`src/rtl/ctrl_pkg.sv`:
```
// Shared definitions for the control sequencer: opcodes, ALU selects, FSM states,
// instruction field positions and the decoded-control bundle.
package ctrl_pkg;

  localparam logic [3:0] OP_R    = 4'h0;
  localparam logic [3:0] OP_ADDI = 4'h1;
  localparam logic [3:0] OP_LW   = 4'h2;
  localparam logic [3:0] OP_SW   = 4'h3;
  localparam logic [3:0] OP_BEQ  = 4'h4;
  localparam logic [3:0] OP_J    = 4'h5;
  localparam logic [3:0] OP_HALT = 4'hF;

  localparam logic [3:0] ALU_ADD = 4'h0;
  localparam logic [3:0] ALU_BEQ = 4'h8;

  localparam int OP_MSB  = 15;
  localparam int OP_LSB  = 12;
  localparam int RS_MSB  = 11;
  localparam int RS_LSB  = 9;
  localparam int RT_MSB  = 8;
  localparam int RT_LSB  = 6;
  localparam int RD_MSB  = 5;
  localparam int RD_LSB  = 3;
  localparam int FN_MSB  = 2;
  localparam int FN_LSB  = 0;
  localparam int IMM_MSB = 5;
  localparam int IMM_LSB = 0;
  localparam int TGT_MSB = 11;
  localparam int TGT_LSB = 0;

  typedef enum logic [2:0] {
    S_IDLE    = 3'd0,
    S_FETCH   = 3'd1,
    S_DECODE  = 3'd2,
    S_EXECUTE = 3'd3,
    S_MEM     = 3'd4,
    S_WB      = 3'd5,
    S_HALT    = 3'd6
  } ctrl_state_t;

  typedef struct packed {
    logic [2:0]  rd0_addr;
    logic [2:0]  rd1_addr;
    logic [2:0]  wr_addr;
    logic [3:0]  alu_op;
    logic        alu_src2;
    logic [15:0] imm;
    logic        mem_to_reg;
    logic        is_wb;
    logic        is_lw;
    logic        is_sw;
    logic        is_beq;
    logic        is_j;
    logic        is_halt;
    logic        illegal;
  } ctrl_bundle_t;

  function automatic logic [15:0] sext_imm6(input logic [5:0] v);
    return {{10{v[5]}}, v};
  endfunction

endpackage

```
`src/rtl/ctrl_decode.sv`:
```
// Combinational instruction decoder: 16-bit instruction word to decoded-control bundle.
module ctrl_decode
  import ctrl_pkg::*;
(
  input  logic [15:0]  instr,
  output ctrl_bundle_t ctrl
);

  logic [3:0] op;

  assign op = instr[OP_MSB:OP_LSB];

  always_comb begin
    ctrl          = '0;
    ctrl.rd0_addr = instr[RS_MSB:RS_LSB];
    ctrl.rd1_addr = instr[RT_MSB:RT_LSB];
    ctrl.wr_addr  = instr[RT_MSB:RT_LSB];
    ctrl.alu_op   = ALU_ADD;
    ctrl.imm      = sext_imm6(instr[IMM_MSB:IMM_LSB]);
    case (op)
      OP_R: begin
        ctrl.alu_op  = {1'b0, instr[FN_MSB:FN_LSB]};
        ctrl.wr_addr = instr[RD_MSB:RD_LSB];
        ctrl.is_wb   = 1'b1;
      end
      OP_ADDI: begin
        ctrl.alu_src2 = 1'b1;
        ctrl.is_wb    = 1'b1;
      end
      OP_LW: begin
        ctrl.alu_src2   = 1'b1;
        ctrl.mem_to_reg = 1'b1;
        ctrl.is_lw      = 1'b1;
      end
      OP_SW: begin
        ctrl.alu_src2 = 1'b1;
        ctrl.is_sw    = 1'b1;
      end
      OP_BEQ: begin
        ctrl.alu_op = ALU_BEQ;
        ctrl.is_beq = 1'b1;
      end
      OP_J:    ctrl.is_j    = 1'b1;
      OP_HALT: ctrl.is_halt = 1'b1;
      // Undefined opcodes fall through the FSM as a NOP.
      default: ctrl.illegal = 1'b1;
    endcase
  end

endmodule

```
`src/rtl/control_sequencer.sv`:
```
// Multi-cycle FETCH/DECODE/EXECUTE/MEM/WB sequencer driving the ALU/regfile/data-memory datapath.
// Optional build macro CTRL_OVF_TRAP_EN: ALU overflow on R/ADDI halts instead of writing back.
module control_sequencer
  import ctrl_pkg::*;
#(
  parameter int PC_W = 8
) (
  input  logic            clk,
  input  logic            reset_n,
  output logic            imem_req,
  output logic [PC_W-1:0] imem_addr,
  input  logic            imem_ack,
  input  logic [15:0]     imem_data,
  input  logic            take_branch,
  input  logic            alu_ovf,
  output logic [2:0]      rd0_addr,
  output logic [2:0]      rd1_addr,
  output logic [2:0]      wr_addr,
  output logic [3:0]      alu_op,
  output logic            alu_src1,
  output logic            alu_src2,
  output logic [15:0]     imm,
  output logic            reg_write,
  output logic            mem_write,
  output logic            mem_to_reg,
  output logic [PC_W-1:0] pc,
  output logic [15:0]     retired,
  output logic            halted,
  output logic            illegal
);

  ctrl_state_t     state;
  logic [15:0]     instr;
  ctrl_bundle_t    dec;
  ctrl_bundle_t    ctrl_q;
  logic [PC_W-1:0] pc_seq;
  logic [PC_W-1:0] pc_br;
  logic [PC_W-1:0] pc_jmp;
  logic            ovf_trap;

  ctrl_decode u_decode (
    .instr (instr),
    .ctrl  (dec)
  );

`ifdef CTRL_OVF_TRAP_EN
  assign ovf_trap = alu_ovf;
`else
  logic unused_ovf;
  assign unused_ovf = alu_ovf;
  assign ovf_trap   = 1'b0;
`endif

  // Next-PC candidates; all arithmetic wraps modulo 2^PC_W.
  assign pc_seq = pc + PC_W'(1);
  assign pc_br  = pc_seq + PC_W'(ctrl_q.imm);
  assign pc_jmp = PC_W'(instr[TGT_MSB:TGT_LSB]);

  assign imem_addr  = pc;
  assign rd0_addr   = ctrl_q.rd0_addr;
  assign rd1_addr   = ctrl_q.rd1_addr;
  assign wr_addr    = ctrl_q.wr_addr;
  assign alu_op     = ctrl_q.alu_op;
  assign alu_src1   = 1'b0;
  assign alu_src2   = ctrl_q.alu_src2;
  assign imm        = ctrl_q.imm;
  assign mem_to_reg = ctrl_q.mem_to_reg;

  always_ff @(posedge clk or negedge reset_n) begin
    if (!reset_n) begin
      state     <= S_IDLE;
      pc        <= '0;
      instr     <= '0;
      ctrl_q    <= '0;
      retired   <= '0;
      imem_req  <= 1'b0;
      reg_write <= 1'b0;
      mem_write <= 1'b0;
      halted    <= 1'b0;
      illegal   <= 1'b0;
    end else begin
      case (state)
        S_IDLE: begin
          state    <= S_FETCH;
          imem_req <= 1'b1;
        end
        S_FETCH: begin
          if (imem_ack) begin
            instr    <= imem_data;
            imem_req <= 1'b0;
            state    <= S_DECODE;
          end
        end
        S_DECODE: begin
          ctrl_q <= dec;
          state  <= S_EXECUTE;
        end
        S_EXECUTE: begin
          if (ctrl_q.is_halt) begin
            state   <= S_HALT;
            halted  <= 1'b1;
            retired <= retired + 16'd1;
          end else if (ctrl_q.is_lw || ctrl_q.is_sw) begin
            state     <= S_MEM;
            mem_write <= ctrl_q.is_sw;
          end else if (ctrl_q.is_wb && ovf_trap) begin
            // Trapped instruction is not counted as retired.
            state  <= S_HALT;
            halted <= 1'b1;
          end else if (ctrl_q.is_wb) begin
            state     <= S_WB;
            reg_write <= 1'b1;
          end else begin
            if (ctrl_q.is_j)
              pc <= pc_jmp;
            else if (ctrl_q.is_beq && take_branch)
              pc <= pc_br;
            else
              pc <= pc_seq;
            if (ctrl_q.illegal)
              illegal <= 1'b1;
            state    <= S_FETCH;
            imem_req <= 1'b1;
            retired  <= retired + 16'd1;
          end
        end
        S_MEM: begin
          mem_write <= 1'b0;
          if (ctrl_q.is_lw) begin
            state     <= S_WB;
            reg_write <= 1'b1;
          end else begin
            pc       <= pc_seq;
            state    <= S_FETCH;
            imem_req <= 1'b1;
            retired  <= retired + 16'd1;
          end
        end
        S_WB: begin
          reg_write <= 1'b0;
          pc        <= pc_seq;
          state     <= S_FETCH;
          imem_req  <= 1'b1;
          retired   <= retired + 16'd1;
        end
        S_HALT: state <= S_HALT;
        default: state <= S_IDLE;
      endcase
    end
  end

endmodule

```
`config.mk`:
```
export PLATFORM = sky130hd
export DESIGN_NAME = control_sequencer
export DESIGN_NICKNAME = d
export VERILOG_FILES = /design/src/rtl/ctrl_pkg.sv /design/src/rtl/ctrl_decode.sv /design/src/rtl/control_sequencer.sv
export SDC_FILE = /design/constraint.sdc
export NUM_CORES = 1
export LEC_CHECK = 0
export BUFFER_PORTS_ARGS = -buffer_cell sky130_fd_sc_hd__buf_4
export CORE_MARGIN = 2
export CORE_UTILIZATION = 40
export CTS_BUF_LIST = sky130_fd_sc_hd__clkbuf_8 sky130_fd_sc_hd__clkbuf_16
export CTS_CLUSTER_SIZE = 30
export DETAILED_ROUTE_END_ITERATION = 10
export PLACE_DENSITY = 0.59
export SLEW_MARGIN = 20
export SYNTH_ARGS = -nofsm -noshare
export SYNTH_HDL_FRONTEND = slang
export SYNTH_SLANG_ARGS = --single-unit
```
`constraint.sdc`:
```
create_clock -name clk -period 6.25 [get_ports clk]
set_input_delay 0.3125 -clock clk [delete_from_list [all_inputs] [get_ports clk]]
set_output_delay 0.3125 -clock clk [all_outputs]
set_load 0.02 [all_outputs]
```
# After elaboration in Yosys (flattened, before gate mapping)
# Cells that the tools add are included.
[totals] regBits=75 latchBits=0 ramBits=0 mem_bits_ro=0 inputBits=21 output_inout_bits=69 wordCells=111 n_memories=0
[classes] add_sub_neg=3 mul=0 n_div=0 magnitude_cmp=0 n_eq_ne=22 shift=0 n_mux=42 n_bitwise=3 reduce_logical=19
[op_table] op="$mux 16" n=4
[op_table] op="$mux 8" n=6
[op_table] op="$pmux 16 s3" n=1
[op_table] op="$pmux 8 s3" n=1
[op_table] op="$mux 1" n=19
[op_table] op="$mux 3" n=6
[op_table] op="$pmux 3 s6" n=1
[op_table] op="$add 16x1->16 const B" n=1
[op_table] op="$ne 2x2->1 const B" n=8
[op_table] op="$reduce_and 5->1" n=3
[op_table] op="$eq 3x3->1 const B" n=3
[op_table] op="$add 8x1->8 const B" n=1
[op_table] op="$add 8x8->8" n=1
[op_table] op="$eq 4x2->1 const B" n=2
[op_table] op="$eq 4x3->1 const B" n=2
[op_table] op="$pmux 4 s2" n=1
[op_table] op="$reduce_or 7->1" n=1
[op_table] op="$eq 3x2->1 const B" n=2
[op_table] op="$ne 3x3->1 const B" n=2
[op_table] op="$reduce_and 6->1" n=1
[op_table] op="$eq 4x1->1 const B" n=1
[op_table] op="$eq 4x4->1 const B" n=1
[op_table] op="$logic_not 4->1" n=1
[op_table] op="$pmux 1 s4" n=1
[op_table] op="15 further kinds" n=19

# Logic depth before layout (Yosys ltp)
[logic_depth] depth_word=8 ltp_mapped=11 depth_no_buf=11

# Cells and area by module
# A second synthesis with hierarchy kept.
[hier_totals] cells_unflattened=429 hier_area_um2=4723.3
[by_module_without_submodules] mod="control_sequencer" instances=1 cells_each=382 area_each_um2=4375.4
[by_module_without_submodules] mod="ctrl_decode" instances=1 cells_each=47 area_each_um2=347.8

# Least setup slack after synthesis
# Ideal clock, no wire load.
[synth_timing] kind="register -> register" startpoint="register pc[0], in the netlist imem_addr[0]" endpoint="register pc[4], in the netlist imem_addr[4]" arrival_ns=2.381 t_required_ns=6.182 setup_slack_ns=3.801 path_stages_with_launch=9 period_less_slack_ns=2.449 path_cell_list="dfrtp_1 -> ha_1 -> fa_1 -> a21o_1 -> a21o_1 -> nand2_1 -> or4b_1 -> o311ai_1 -> a32o_1"
[synth_between] elab_chain_len=8
[synth_rtl] element="from (decl)" line_no="control_sequencer.sv:26" rtl="output logic [PC_W-1:0] pc,"
[synth_rtl] element="from (signal assigned)" line_no="control_sequencer.sv:115" rtl="pc <= pc_jmp;"
[synth_rtl] element="from (signal assigned)" line_no="control_sequencer.sv:117" rtl="pc <= pc_br;"
[synth_rtl] element="from (signal assigned)" line_no="control_sequencer.sv:119" rtl="pc <= pc_seq;"
[synth_rtl] element="$add 8x1->8 *" line_no="control_sequencer.sv:55" rtl="assign pc_seq = pc + PC_W'(1);"
[synth_rtl] element="$add 8x8->8" line_no="control_sequencer.sv:56" rtl="assign pc_br = pc_seq + PC_W'(ctrl_q.imm);"
[synth_rtl] element="$mux 8" line_no="control_sequencer.sv:116" rtl="else if (ctrl_q.is_beq && take_branch)"
[synth_rtl] element="$mux 8" line_no="control_sequencer.sv:114" rtl="if (ctrl_q.is_j)"
[synth_rtl] element="$mux 8" line_no="control_sequencer.sv:110" rtl="end else if (ctrl_q.is_wb) begin"
[synth_rtl] element="$mux 8" line_no="control_sequencer.sv:103" rtl="end else if (ctrl_q.is_lw || ctrl_q.is_sw) begin"
[synth_rtl] element="$mux 8" line_no="control_sequencer.sv:99" rtl="if (ctrl_q.is_halt) begin"
[synth_rtl] element="$pmux 8 s3 *" line_no="control_sequencer.sv:82" rtl="case (state)"
# Mark *: on every way between the ends. The rest lies on a longest branch, timed or not. The select of a mux whose other input is x is not followed.
# A chain may end at the register's enable or synchronous reset.

# Final worst setup path
[layout_timing] startpoint="register pc[0], in the netlist imem_addr[0]" endpoint="register pc[7], in the netlist imem_addr[7]"
# Same word-level chain as after synthesis.

==> impl_results.md <==
* MaxCap Viol Count at 0
* Vias in the first global route at 2824
* Gr busiest metal: met2
* Syn nets at 451
* H-tree Lvls at 3
* Status: finished, final reports clean
* Area Overhead vs Synth at 16.2%
* Largest net degree at the start of global routing at 75
* Reg-to-reg slack, setup at 3.58 ns
* Worst reg2reg path endpoint: imem_addr[7]
* CP Class: reg -> reg
* Non-Filler Instances at 597
* Post-layout min period at 2.67 ns
* I/O pins at 90
* TritonCTS buffer count at 9
* Crit. End Element: flip-flop
* Slew HR at 0.336
* Layout net count at 491
* Total track usage at 0.167
* Unrepaired setup endpoints after global routing: false
* Fmax achieved at 375 MHz
* Design Area, Final at 4730 µm²
* Mean number of vias per cell at 5.11
* Final count of pins violating max slew at 0
* Die area at 11000 µm²
* I/O Buffers at 87
* Most frequent cells after synthesis: nand2_1, dfrtp_1, buf_4
* Core area at 9820 µm²
* Layout cells sized above 1 at 0.274
* Fillers at 964
* Sink Count at 74
* Main flop type after synthesis: dfrtp_1
* PD cells at 560 nW/µm²
* Count leader, synth: nand2_1
* Cell count after synthesis at 419
* Worst setup margin at 3.58 ns
* Worst EP required at 6.46 ns
* CTS clk-pin slew, worst paths at 0.08 ns
* Cell count of the worst reg-to-reg path at 11
* Netlist Area Pre-Place at 4070 µm²
* LEAKAGE at 2.22 nW
* Crit path to: imem_addr[7]
* Tightest Pin Transition at 0.993 ns
* DRT iter0 DRCs at 149
* Diode count at 0
* Distinct cells, synth at 59
* Endpoints failing setup at 0
* Skew final at 0.0115 ns
* First-pass GRT wire length at 14700 µm
* Fin. Hold Viols at 0
* WL/cell at 15.1 µm
* Clk root buf: clkbuf_8
* Row Count at 36
* Met3 Use GR at 0.0480
* Reg2reg start: imem_addr[0]
* Antenna violations before repair at 0
* Total Routed Length at 9030 µm
* Synth async-reset ratio at 1.00
* Hpwl dp at 6470 µm
* Post-synth EDFFs at 0
* Clock latency on the worst-skew pair at 0.35 ns
* DP Area at 4510 µm²
* Synth Area per Inst at 9.72 µm²
* FF+latch count, synth at 74
* Design Power at 2.65 mW
* Sequential fraction of the synthesis area at 0.455
* Setup crit start kind: flip-flop
* VDD IR max at 0.232 mV
* Crit-path max FO at 7
* Routed Antenna Nets at 0
* Post-CTS repair timing setup buffer count at 0
* DP Worst Slack at 3.62 ns
* Ys Warns at 0
* Routing usage on met1 at 0.230
* Placed Instances at 581
* Hold_buf cts at 0
* Die X at 105 µm
* Bufs on Longest Clock Path at 2
* Synth top area share at 0.455
* Die Height at 105 µm
* Arr. time, crit path at 2.88 ns
* Starting Density at 0.415
* Yosys top cell by area: dfrtp_1
* Sum of negative setup slack at 0 ns
* Residual DRC count at 0
* Router iterations before antenna repair at 4
* Synth area leaders: dfrtp_1, nand2_1, buf_4
* Via total after detailed routing at 3048
* CTS tree: built
* GR Util met2 at 0.253
* Gpl congestion at 0.807
* Post_cts resized at 0
* Worst min-delay path class: in -> async
* Final worst-path cycle share at 0.426
* Crit path from: imem_addr[0]
* Gr ovfl total at 0
power breakdown:
group          internal (mW)  leakage (nW)  switching (mW)
clock                  0.233         0.111           0.180
combinational          0.595          1.18           0.711
sequential             0.665         0.933           0.265
worst max-delay path: stages, from the launching register on:
cell and delay [ns]:
dfrtp_1 0.42, ha_1 0.26, and3_1 0.20, nand3_1 0.09
xnor2_1 0.31, ha_1 0.36, a21oi_1 0.17, o21ai_0 0.09
a41oi_1 0.20, xor2_1 0.12, o211ai_1 0.20, o211ai_1 0.11
sequential cells by signal (all words and copies together) (netlist names), 3 cells and up:
| signal | cells |
|---|---|
| instr | 16 |
| retired | 16 |
| imem_addr | 8 |
| ctrl_q | 7 |
| imm | 6 |
| alu_op | 3 |
| rd0_addr | 3 |
| rd1_addr | 3 |
| state | 3 |
| wr_addr | 3 |
through the flow:
| step | util | hold slack (ns) |
|---|---|---|
| after floorplan | - | 0.0169 |
| after global placement | 0.459 | 0.446 |
| after detailed placement | 0.459 | 0.451 |
| after CTS | 0.482 | 0.139 |
| after global routing | 0.482 | 0.181 |
| final | 0.482 | 0.101 |
layout make-up:
class                      instances  area (µm²)  area share
clock buffer                      10         138      0.0291
clock inverter                     6        82.6      0.0175
inverter                           3        11.3     0.00238
multi-input combinational        284        1830       0.387
sequential                        74        1850       0.391
tap                              133         166      0.0352
timing repair buffer              87         653       0.138
per-layer routing:
layer / part of all wire / vias to the layer above
li1: - / 1499
met1: 0.46 / 1453
met2: 0.47 / 84
met3: 0.063 / 12
met4: 0.015 / 0
met5: 0 / -
worst min-delay path by stage:
stage / slack [ns] / startpoint / cells after the start / to
floorplan: 0.02 / reset_n / 0 / alu_op[0]
global placement: 0.45 / instr[9] / 2 / rd0_addr[0]
detailed placement: 0.45 / halted / 1 / halted
CTS: 0.14 / reset_n / 1 / retired[12]
global route: 0.18 / reset_n / 1 / retired[12]
finish: 0.10 / reset_n / 1 / retired[12]
cells in the final DEF (no fill, tap or decap), drive strengths merged, types with 3 or more instances in the layout:
cell type  Yosys  routed
a211oi         3       3
a21o           5       5
a21oi         14      14
a22o           5       5
and2           4       4
and3           4       4
and4           3       3
buf           43      87
clkbuf        15      10
dfrtp         74      74
ha            10      10
inv            3       5
mux2          18      18
mux2i          4       4
nand2         80      80
nand2b         8       8
nand3         10      10
nand3b         3       3
nand4          3       3
nor2          17      17
nor3           5       5
nor4           3       3
o21ai         22      22
o22ai          5       5
o31ai          3       3
o41ai          3       3
xnor2         17      17
xor2           7       7
kinds of logic (layout without fill, tap and decap cells):
logic type / after synthesis / count (layout) / share of synthesized area
fa+ha+maj: 11 / 11 / 0.0356
other cells: 1 / 1 / 0.000921
simple gates: 148 / 148 / 0.175
mux: 22 / 22 / 0.0596
flops: 74 / 74 / 0.455
xor+xnor: 24 / 24 / 0.0516
buf+inv: 61 / 106 / 0.0959
compound gates: 78 / 78 / 0.126
No activity file was read; power rests on OpenSTA's default activity.
